## src/rtl/arp_tx_scheduler.sv

```systemverilog
// ARP transmit scheduler: arbitrates reply jobs and resolution requests onto the
// ARP frame transmitter, and owns the retransmit timer / retry budget for requests.
module arp_tx_scheduler #(
   parameter int unsigned RETRY_CYCLES = 125000000,
   parameter int unsigned MAX_RETRIES  = 3
) (
   input  logic        clk,
   input  logic        rst_n,
   input  logic        rep_req,
   input  logic [47:0] rep_mac,
   input  logic [31:0] rep_ip,
   input  logic        res_req,
   input  logic [31:0] res_ip,
   input  logic        res_done,
   output logic        res_fail,
   output logic        res_busy,
   output logic        tx_start,
   input  logic        tx_eop,
   output logic [47:0] tx_mac_dst,
   output logic [15:0] tx_oper,
   output logic [47:0] tx_tha,
   output logic [31:0] tx_tpa,
   output logic        busy
);

   typedef enum logic [1:0] {IDLE, LAUNCH, WAIT} state_t;
   typedef enum logic {SEL_REPLY, SEL_REQ} sel_t;
   typedef struct packed {
      logic [47:0] mac_dst;
      logic [15:0] oper;
      logic [47:0] tha;
      logic [31:0] tpa;
   } tx_fields_t;

   state_t     state, state_nxt;
   sel_t       sel, sel_nxt;
   logic       load;
   tx_fields_t fields;

   logic        rep_valid;
   logic [47:0] rep_mac_q;
   logic [31:0] rep_ip_q;

   logic        res_pend;
   logic [31:0] res_ip_q;
   logic [31:0] retry_cnt;
   logic [31:0] timer;
   logic        accept, expire, exhausted, eop_req;

   always_comb begin
      state_nxt = state;
      sel_nxt   = sel;
      load      = 1'b0;
      tx_start  = 1'b0;
      busy      = 1'b0;
      case (state)
         IDLE: begin
            if (rep_valid) begin
               state_nxt = LAUNCH;
               sel_nxt   = SEL_REPLY;
               load      = 1'b1;
            end else if (res_pend) begin
               state_nxt = LAUNCH;
               sel_nxt   = SEL_REQ;
               load      = 1'b1;
            end
         end
         LAUNCH: begin
            tx_start  = 1'b1;
            state_nxt = WAIT;
         end
         WAIT: begin
            busy = 1'b1;
            if (tx_eop) state_nxt = IDLE;
         end
         default: state_nxt = IDLE;
      endcase
   end

   always_ff @(posedge clk or negedge rst_n) begin
      if (!rst_n) begin
         state  <= IDLE;
         sel    <= SEL_REPLY;
         fields <= '0;
      end else begin
         state <= state_nxt;
         sel   <= sel_nxt;
         if (load) begin
            if (sel_nxt == SEL_REPLY)
               fields <= '{mac_dst: rep_mac_q, oper: 16'h0002, tha: rep_mac_q, tpa: rep_ip_q};
            else
               fields <= '{mac_dst: 48'hFFFF_FFFF_FFFF, oper: 16'h0001, tha: 48'h0, tpa: res_ip_q};
         end
      end
   end

   assign tx_mac_dst = fields.mac_dst;
   assign tx_oper    = fields.oper;
   assign tx_tha     = fields.tha;
   assign tx_tpa     = fields.tpa;

   // Pending flags drop as the fields are captured, so a job arriving during
   // the launch cycle itself is kept rather than lost.
   always_ff @(posedge clk or negedge rst_n) begin
      if (!rst_n) begin
         rep_valid <= 1'b0;
         rep_mac_q <= '0;
         rep_ip_q  <= '0;
      end else if (rep_req) begin
         rep_valid <= 1'b1;
         rep_mac_q <= rep_mac;
         rep_ip_q  <= rep_ip;
      end else if (load && sel_nxt == SEL_REPLY) begin
         rep_valid <= 1'b0;
      end
   end

   assign accept    = res_req && (!res_busy || res_done);
   assign expire    = res_busy && (timer == 32'd1) && !res_done;
   assign exhausted = (retry_cnt >= MAX_RETRIES);
   assign eop_req   = (state == WAIT) && tx_eop && (sel == SEL_REQ);
   assign res_fail  = expire && exhausted;

   always_ff @(posedge clk or negedge rst_n) begin
      if (!rst_n) begin
         res_busy  <= 1'b0;
         res_pend  <= 1'b0;
         res_ip_q  <= '0;
         retry_cnt <= '0;
         timer     <= '0;
      end else begin
         if (res_done) begin
            res_busy <= 1'b0;
            res_pend <= 1'b0;
            timer    <= '0;
         end else begin
            if (load && sel_nxt == SEL_REQ) res_pend <= 1'b0;
            if (eop_req && res_busy)
               timer <= 32'(RETRY_CYCLES);
            else if (res_busy && timer != 32'd0)
               timer <= timer - 32'd1;
            if (expire) begin
               if (!exhausted) begin
                  retry_cnt <= retry_cnt + 32'd1;
                  res_pend  <= 1'b1;
               end else begin
                  res_busy <= 1'b0;
               end
            end
         end
         // A same-cycle res_done has already freed the slot, so the new request lands.
         if (accept) begin
            res_busy  <= 1'b1;
            res_pend  <= 1'b1;
            res_ip_q  <= res_ip;
            retry_cnt <= '0;
            timer     <= '0;
         end
      end
   end

endmodule

```

## config.mk

```make
export PLATFORM = sky130hd
export DESIGN_NAME = arp_tx_scheduler
export DESIGN_NICKNAME = d
export VERILOG_FILES = /design/src/rtl/arp_tx_scheduler.sv
export SDC_FILE = /design/constraint.sdc
export NUM_CORES = 1
export LEC_CHECK = 0
export BUFFER_PORTS_ARGS = -buffer_cell sky130_fd_sc_hd__buf_2
export CAP_MARGIN = 20
export CORE_UTILIZATION = 40
export DETAILED_ROUTE_END_ITERATION = 12
export SLEW_MARGIN = 40
export SYNTH_ARGS = -nofsm -noshare
export SYNTH_HDL_FRONTEND = slang
export SYNTH_SLANG_ARGS = --single-unit
```

## constraint.sdc

```tcl
create_clock -name clk -period 3.4 [get_ports clk]
set_input_delay 0.17 -clock clk [delete_from_list [all_inputs] [get_ports clk]]
set_output_delay 0.17 -clock clk [all_outputs]
set_load 0.01 [all_outputs]
```

==> results of run 1 <==
## power groups by stage
stage	Sequential (mW)	Combinational [mW]	Clock, mW
after floorplan	5.79	3.30	0
after global placement	5.54	5.43	0
after detailed placement	5.54	5.53	0
after CTS	5.52	5.64	3.80
after global routing	5.65	6.11	3.93
final	5.52	5.56	3.68
## area by class of cell
cell class	count	area, sq um	share of cell area (%)
clock inverters	6	72.6	0.451
well taps	390	488	3.03
flip-flops and latches	312	7810	48.5
repair buffers	385	2640	16.4
inverters	43	161	1.00
clock buffers	53	1050	6.56
multi-input cells	469	3860	24.0
## logic make-up (layout without fill, tap and decap cells)
logic type / Yosys count / after routing / synth area share [%]
mux: 114 / 114 / 10.6
other cells: 1 / 14 / 0.0310
fa+ha+maj: 4 / 4 / 0.414
simple gates: 150 / 150 / 6.97
buf+inv: 113 / 487 / 4.08
xor+xnor: 24 / 24 / 1.74
compound gates: 163 / 163 / 11.6
flops: 312 / 312 / 64.6
## state kept, by name (all words and copies together), names as in the netlist
register	count
rep_ip_q	32
rep_mac_q	48
rep_valid	1
res_busy	1
res_ip_q	32
res_pend	1
retry_cnt	32
sel	1
state	2
timer	32
tx_mac_dst	48
tx_oper	2
tx_tha	48
tx_tpa	32
## per-layer routing
layer,wire [um],GRT usage (%),vias to the layer above
li1,-,-,3909
met1,13200,25.8,4294
met2,14500,32.2,227
met3,1660,4.39,45
met4,663,6.27,0
met5,0,0,-
## what timing repair did
item,in CTS,in global routing
setup buffers,0,0
endpoints found under the setup margin,0,0
hold buffers,115,0
endpoints found under the hold margin,204,0
## layout by cell type, fill, tap and decap left out, types with 16 or more instances in the layout
cell / count
o22a_1: 48
buf_2: 249
xnor2_1: 20
mux2_2: 112
nor2_1: 29
dfrtp_1: 312
a21oi_1: 16
a222oi_1: 32
dlygate4sd3_1: 115
nor4_1: 20
a22o_1: 49
and2_1: 30
inv_1: 42
clkbuf_16: 36
## worst paths after layout
kind	from	endpoint	slack (ns)	depth (start not counted)
min reg2reg	tx_oper[1]$_DFFE_PN0P_	tx_oper[1]$_DFFE_PN0P_	0.48	2
max	timer[12]$_DFFE_PN0P_	res_fail	0.40	4
min in group asynchronous	rst_n	tx_tha[35]$_DFFE_PN0P_	0.31	2
min	res_req	res_busy$_DFFE_PN0P_	0.20	3
max reg2reg	timer[12]$_DFFE_PN0P_	timer[29]$_DFFE_PN0P_	0.47	7
max in group asynchronous	rst_n	tx_mac_dst[10]$_DFFE_PN0P_	2.23	3
## stage by stage
step | hold slack, ns | setup slack (ns)
floorplan | -0.126 | 0.763
global placement | 0.266 | 0.520
detailed placement | 0.268 | 0.485
CTS | 0.192 | 0.370
global route | 0.211 | 0.238
finish | 0.196 | 0.397
## worst max-delay path, cell delays in order, from the launching register on
cell     delay, ns
dfrtp_1       0.40
or4_4         0.56
or4b_1        0.71
nor4_1        0.44
buf_2         0.22
==> results.toml, run 1 <==
[timing]
fmax_mhz = 333
slew_headroom_pct = 47.8
min_period_ns = 3.00
setup_viol = 0
tightest_slew_ns = 0.783
hold_viol_final = 0
setup_tns_ns = 0
finalCritPeriodShare_pct = 88.3
timing.final.max_slew_violations = 0
rsz0062_at_grt = "no"
finClkSkew_ns = 0.0237

[clock_network]
clock_latency_ns = 0.52
clockBufferDepth = 3
clock_sinks = 312
cts_made_buffers = 35
htree_levels = 2
cts_root_buffer = "clkbuf_16"
cts-resized-gates = 0
clk_pin_slew_ns = 0.06
cts_tree = "yes"

[drt]
drt_iter0_drc = 513
firstDrtPassIters = 6
routed_via_density = 5.11
drc = 0
num_vias = 8475
ant_nets = 0
routedWlPerCell_um = 18.1
routed_wl_mm = 30.0

[finish]
area_delta_synth_final_pct = 33.0
final_util_pct = 54.1
nFillCells = 2484
instances_no_fill = 1658
drive_above_1_share_pct = 35.3
antenna_cells = 0
nNetsFinal = 1368
fin_area_sq_um = 16100

[pwr]
pwr-share-seq_pct = 37.4
p_sw_mw = 5.31
leakage_nw = 7.59
combPwrFrac_pct = 37.7
vdd.ir_drop.worst_mv = 0.484
p_clk_share_pct = 24.9
switching_share_pct = 36.0
intPower_mw = 9.45
finalPower_mw = 14.8
power.density_nw_per_um2 = 918

[synthesis]
synth_edf_count = 0
synthDistinctLibCells = 46
yosysMostFrequentCell = "dfrtp_1"
synth_top_area_share_pct = 64.6
yosysWarnings = 0
synth_common_cells = "dfrtp_1 (312), mux2_2 (112), clkbuf_1 (51), a22o_1 (49), o22a_1 (48)"
synth-seq-cells = 312
avgSynthCellArea_sq_um = 13.7
async_flop_share_pct = 100
syn_area_sq_um = 12100
synth_ff_type = "dfrtp_1"
synth_top_area_cell = "dfrtp_1"
synth_area_leaders = "dfrtp_1 (65%), mux2_2 (10%), a22o_1 (3.5%)"
ys_seq_area_share_pct = 64.6
synth_cells = 881

[floorplan]
rows = 63
dieArea_sq_um = 30900
ioPinCount = 266
fp.coreArea_sq_um = 29700
chipHeight_um = 176
initial_utilization_pct = 40.7
die_w_um = 176

[global_routing]
antenna_found_initial = 0
grt_pass1_vias = 8926
grt_first_pass_wirelength_mm = 48.2
grtUsageTotal_pct = 19.6
grt_max_degree = 95
grt_overflow_total = 0

[hold_path]
worst_hold_path_type = "in -> reg"

[worst_setup_path]
end_kind = "primary output"
worst_setup_path_start_kind = "flip-flop"
worstPathRequired_ns = 3.23
critPathMaxFanout = 6
worstPathArrival_ns = 2.83
path_class = "reg -> out"

[placed_design]
placed_area_sq_um = 13800
placedCellCount = 1484
gp_congestion = 0.793
dp_hpwl_mm = 18.1
port_buffers = 251

[run]
max-cap-violations = 0

[status]
status = "completed"
No activity file was read; power rests on OpenSTA's default activity.
==> run 2, diff against run 1 <==
--- a/config.mk
+++ b/config.mk
@@ -5,7 +5,7 @@
 export SDC_FILE = /design/constraint.sdc
 export NUM_CORES = 1
 export LEC_CHECK = 0
-export BUFFER_PORTS_ARGS = -buffer_cell sky130_fd_sc_hd__buf_2
+export BUFFER_PORTS_ARGS = -buffer_cell sky130_fd_sc_hd__buf_4
 export CAP_MARGIN = 20
 export CORE_UTILIZATION = 40
 export DETAILED_ROUTE_END_ITERATION = 12
==> constraint.sdc (replaced) <==
create_clock -name clk -period 2.5 [get_ports clk]
set_input_delay 0.125 -clock clk [delete_from_list [all_inputs] [get_ports clk]]
set_output_delay 0.125 -clock clk [all_outputs]
set_load 0.1 [all_outputs]
==> run 2 against run 1 <==
Effect of this change:
- the run now ends with setup timing left
- register-to-register slack worse by 0.64 ns
- critical endpoint unchanged
- utilization up 3.8 points
- setup slack lost 0.59 ns
- clock-buffer cell count decreased by 7
- sequential share of layout area decreased by 3.2 points
==> results.toml, run 2 (synthesized netlist as in run 1, its figures left out) <==
[status]
status = "complete, but fails checks"
violations = "setup timing"

[timing]
rsz0062_at_grt = "yes"
finalCritPeriodShare_pct = 108
min_period_ns = 2.69
hold_viol_final = 0
slew_headroom_pct = 57.4
tightest_slew_ns = 0.639
setup_viol = 26
fmax_mhz = 372
timing.final.max_slew_violations = 0
finClkSkew_ns = 0.0129
setup_ws_ns = -0.192
whs_ns = 0.172

[drt]
num_vias = 8770
drt_iter0_drc = 488
ant_nets = 0
routed_via_density = 5.16
drc = 0
routedWlPerCell_um = 18.8
routed_wl_mm = 31.9
firstDrtPassIters = 9

[clock_network]
cts_made_buffers = 34
cts_tree = "yes"
clk_pin_slew_ns = 0.06
clock_sinks = 312
clock_latency_ns = 0.51
cts_root_buffer = "clkbuf_16"
clockBufferDepth = 3
htree_levels = 2

[worst_setup_path]
startpoint = "timer[11]$_DFFE_PN0P_"
worstPathRequired_ns = 2.38
worst_setup_path_start_kind = "flip-flop"
reg2reg_slack_ns = -0.17
end_kind = "primary output"
path_class = "reg -> out"
r2r_end = "timer[10]$_DFFE_PN0P_"
crit_path_frequent_cell = "buf_6"
reg2reg_depth = 9
critPathCapture = "res_fail"
slowest_stage = "or4b_4"
worstPathArrival_ns = 2.57
path_cells = "or4_4 -> or4b_4 -> buf_6 -> nor4_4 -> buf_6"
critPathMaxFanout = 2
reg2reg_from = "timer[11]$_DFFE_PN0P_"
crit_path_max_incr_delay_ns = 0.54

[placed_design]
gp_congestion = 0.765
pre_cts_slack_ns = -0.0690
placedCellCount = 1510
dp_hpwl_mm = 19.8
port_buffers = 251

[global_routing]
grt_overflow_total = 0
grt_first_pass_wirelength_mm = 50.6
grtUsageTotal_pct = 20.7
grt_max_degree = 67
antenna_found_initial = 1
grt_pass1_vias = 9164

[floorplan]
die_w_um = 176
chipHeight_um = 176
fp.coreArea_sq_um = 29700
initial_utilization_pct = 40.7
dieArea_sq_um = 30900
rows = 63
ioPinCount = 266

[finish]
area_delta_synth_final_pct = 42.3
ff_latch_area_sq_um = 7810
layout_common_cells = "dfrtp_1 (311), buf_4 (287), dlygate4sd3_1 (116), mux2_2 (112), a22o_1 (49)"
layout_commonest_cell = "dfrtp_1"
nFillCells = 2418
instances_no_fill = 1698
final_util_pct = 57.9
drive_above_1_share_pct = 37.9
multi_input_area_sq_um = 3940
nNetsFinal = 1405

[hold_path]
hp-start = "rep_req"
hold_depth = 2
worst_hold_path_type = "in -> reg"

[run]
max-cap-violations = 0
## run 2: cell types whose count changed in the layout (fill, tap and decap cells not counted), sizes merged
| cell | delta |
|---|---|
| clkinvlp | +2 |
| clkbuf | -7 |
| clkinv | +2 |
| inv | +1 |
| bufinv | +3 |
| buf | +36 |
| diode | +1 |
| bufbuf | +1 |
| dlygate4sd3 | +1 |
## run 2: worst max-delay path, delay by kind of cell (launching register included)
| kind | cells | cell delay (ns) |
|---|---|---|
| buffers and inverters | 2 | 0.41 |
| and+or+nand+nor | 3 | 1.28 |
| DFF | 1 | 0.38 |
## run 2: metrics by stage
step           area (sq um)  setup TNS (ns)
4_1_cts               17200           -4.23
2_1_floorplan         12200          -0.947
6_report              17200           -1.52
5_1_grt               17200           -3.90
3_3_place_gp          14700         -0.0771
3_5_place_dp          14700          -0.526
## run 2: how the worst min path moves through the flow
stage / slack (ns) / endpoint
detailed placement: 0.13 / tx_tha[35]$_DFFE_PN0P_
global route: 0.17 / rep_ip_q[12]$_DFFE_PN0P_
floorplan: -0.17 / rep_ip_q[0]$_DFFE_PN0P_
finish: 0.17 / rep_ip_q[12]$_DFFE_PN0P_
CTS: 0.17 / rep_mac_q[47]$_DFFE_PN0P_
global placement: 0.14 / tx_tha[35]$_DFFE_PN0P_
## run 2: final cells by class
type | count | area share, %
multi-input cells | 469 | 22.9
flip-flops and latches | 312 | 45.4
diodes | 1 | 0.0145
clock inverters | 14 | 1.16
well taps | 390 | 2.84
clock buffers | 46 | 5.44
repair buffers | 423 | 21.4
inverters | 43 | 0.938
## run 2: layer usage
layer / GRT usage (%) / up-vias / wire length (um)
li1: - / 3987 / -
met1: 27.2 / 4483 / 13700
met2: 33.8 / 248 / 15600
met3: 4.61 / 52 / 1750
met4: 7.07 / 0 / 829
met5: 0 / - / 0
## run 2: timing repair
| action | CTS | global route |
|---|---|---|
| endpoints found under the setup margin | 25 | 36 |
| pin swaps | 8 | 5 |
| buffers inserted | 8 | 2 |
| hold endpoints to repair | 176 | 0 |
| hold buffers | 116 | 0 |
| gates resized for setup | 12 | 3 |
| cloned | 2 | 0 |
Power of run 2 is left out: the tool's default activity adds up to more than one toggle a clock period on the data nets, which glitch-free logic cannot reach.
==> run 3, diff against run 2 <==
==> constraint.sdc (replaced) <==
create_clock -name clk -period 2.26 [get_ports clk]
set_input_delay 0.113 -clock clk [delete_from_list [all_inputs] [get_ports clk]]
set_output_delay 0.113 -clock clk [all_outputs]
set_load 0.1 [all_outputs]
==> run 3 against run 2 <==
Effect of this change:
- the run still ends with setup timing left
- die area is the same
- clock-buffer cell count grew 6
- final cell count grew 0.35%
- sequential cell count is the same
- critical path depth is the same
- routed wire length shrank 1.2%
- first-iteration DRC count grew 9.0%
- design area is essentially flat
- utilization is essentially flat
- global-route usage shrank 0.082 points
- clock skew grew 0.0036 ns
- hold slack lost 0.090 ns
- critical path type unchanged
- largest cell class unchanged
==> results.toml, run 3 (synthesized netlist as in run 1, its figures left out) <==
[floorplan]
initial_utilization_pct = 40.7
dieArea_sq_um = 30900
fp.coreArea_sq_um = 29700
chipHeight_um = 176
ioPinCount = 266
die_w_um = 176
rows = 63

[worst_setup_path]
worstPathArrival_ns = 2.66
worst_setup_path_start_kind = "flip-flop"
end_kind = "primary output"
worstPathRequired_ns = 2.15
path_class = "reg -> out"
critPathMaxFanout = 2

[drt]
routed_wl_mm = 31.5
ant_nets = 0
drc = 0
routedWlPerCell_um = 18.5
firstDrtPassIters = 8
num_vias = 8766
drt_iter0_drc = 532
routed_via_density = 5.14

[timing]
whs_ns = 0.0818
fmax_mhz = 360
setup_viol = 36
slew_headroom_pct = 65.5
finClkSkew_ns = 0.0165
setup_tns_ns = -12.47
rsz0062_at_grt = "yes"
finalCritPeriodShare_pct = 123
hold_viol_final = 0
min_period_ns = 2.78
setup_ws_ns = -0.517
timing.final.max_slew_violations = 0
tightest_slew_ns = 0.518

[global_routing]
antenna_found_initial = 0
grtUsageTotal_pct = 20.6
grt_overflow_total = 0
use_met1_pct = 27.7
grt_max_degree = 96
busiest_layer = "met2"
use_met2_pct = 33.0
grt_first_pass_wirelength_mm = 50.3
grt_util_met3_pct = 4.98
grt_pass1_vias = 8998

[placed_design]
dp_hpwl_mm = 19.4
port_buffers = 251
placed_area_sq_um = 14800
gp_congestion = 0.785

[clock_network]
clock_sinks = 312
cts_tree = "yes"
cts_root_buffer = "clkbuf_16"
clk_pin_slew_ns = 0.06
clock_latency_ns = 0.52
cts_made_buffers = 35
htree_levels = 2
clockBufferDepth = 3

[finish]
antenna_cells = 0
nFillCells = 2410
fin_area_sq_um = 17200
nNetsFinal = 1412
layout_common_cells = "dfrtp_1 (311), buf_4 (294), dlygate4sd3_1 (115), mux2_2 (112), a22o_1 (49)"
final_util_pct = 57.9
drive_above_1_share_pct = 39.0
area_delta_synth_final_pct = 42.4
layout_commonest_cell = "dfrtp_1"

[status]
violations = "setup timing"
status = "complete, but fails checks"

[hold_path]
worst_hold_path_type = "in -> async"

[run]
max-cap-violations = 0
## run 3: changes by cell type in the layout (fill, tap and decap cells not counted), sizes merged, moves of 3 or more
cell | previous run | this run
buf | 306 | 314
clkbuf | 46 | 52
bufinv | 4 | 0
clkinvlp | 3 | 0
## run 3: layout make-up
class                      instances  area [sq um]  share of cell area [%]
clock inverter                     9          78.8                   0.458
multi-input combinational        469          3980                    23.1
timing repair buffer             429          3690                    21.4
clock buffer                      52          1010                    5.86
inverter                          43           161                   0.937
tap                              390           488                    2.83
sequential                       312          7810                    45.4
## run 3: final timing paths
kind                       slack [ns]  cells past startpoint              startpoint                       end
min in group clk                 0.10                      4                 res_req      res_busy$_DFFE_PN0P_
min reg2reg                      0.48                      2  tx_oper[1]$_DFFE_PN0P_    tx_oper[1]$_DFFE_PN0P_
max                             -0.52                      5   timer[16]$_DFFE_PN0P_                  res_fail
max reg2reg                     -0.44                     10   timer[16]$_DFFE_PN0P_     timer[18]$_DFFE_PN0P_
min                              0.08                      2                   rst_n    tx_tha[33]$_DFFE_PN0P_
max in group asynchronous        1.34                      3                   rst_n  rep_ip_q[19]$_DFFE_PN0P_
## run 3: routing by layer
layer,wire length [um],share of wire (%)
met1,13700,44
met2,15300,48
met3,1790,5.7
met4,713,2.3
met5,0,0
## run 3: critical path: stages (launching register included)
cell,delay (ns)
dfrtp_1,0.38
or4_4,0.54
or4b_4,0.54
buf_6,0.14
nor4_4,0.27
buf_6,0.27
## run 3: what timing repair did
item,4_1_cts,5_1_grt
buffers inserted,6,3
endpoints found under the setup margin,36,36
pin swaps,5,10
gates cloned,2,0
endpoints found under the hold margin,426,0
hold buffers,115,0
gates resized for setup,12,10
## run 3: per-stage QoR
| stage | instances | setup WS, ns |
|---|---|---|
| final | 1704 | -0.517 |
| after global routing | 1704 | -0.575 |
| after CTS | 1702 | -0.563 |
| after detailed placement | 1518 | -0.287 |
| after global placement | 1518 | -0.296 |
| after floorplan | 894 | -0.585 |
Power of run 3 is left out for the same reason.
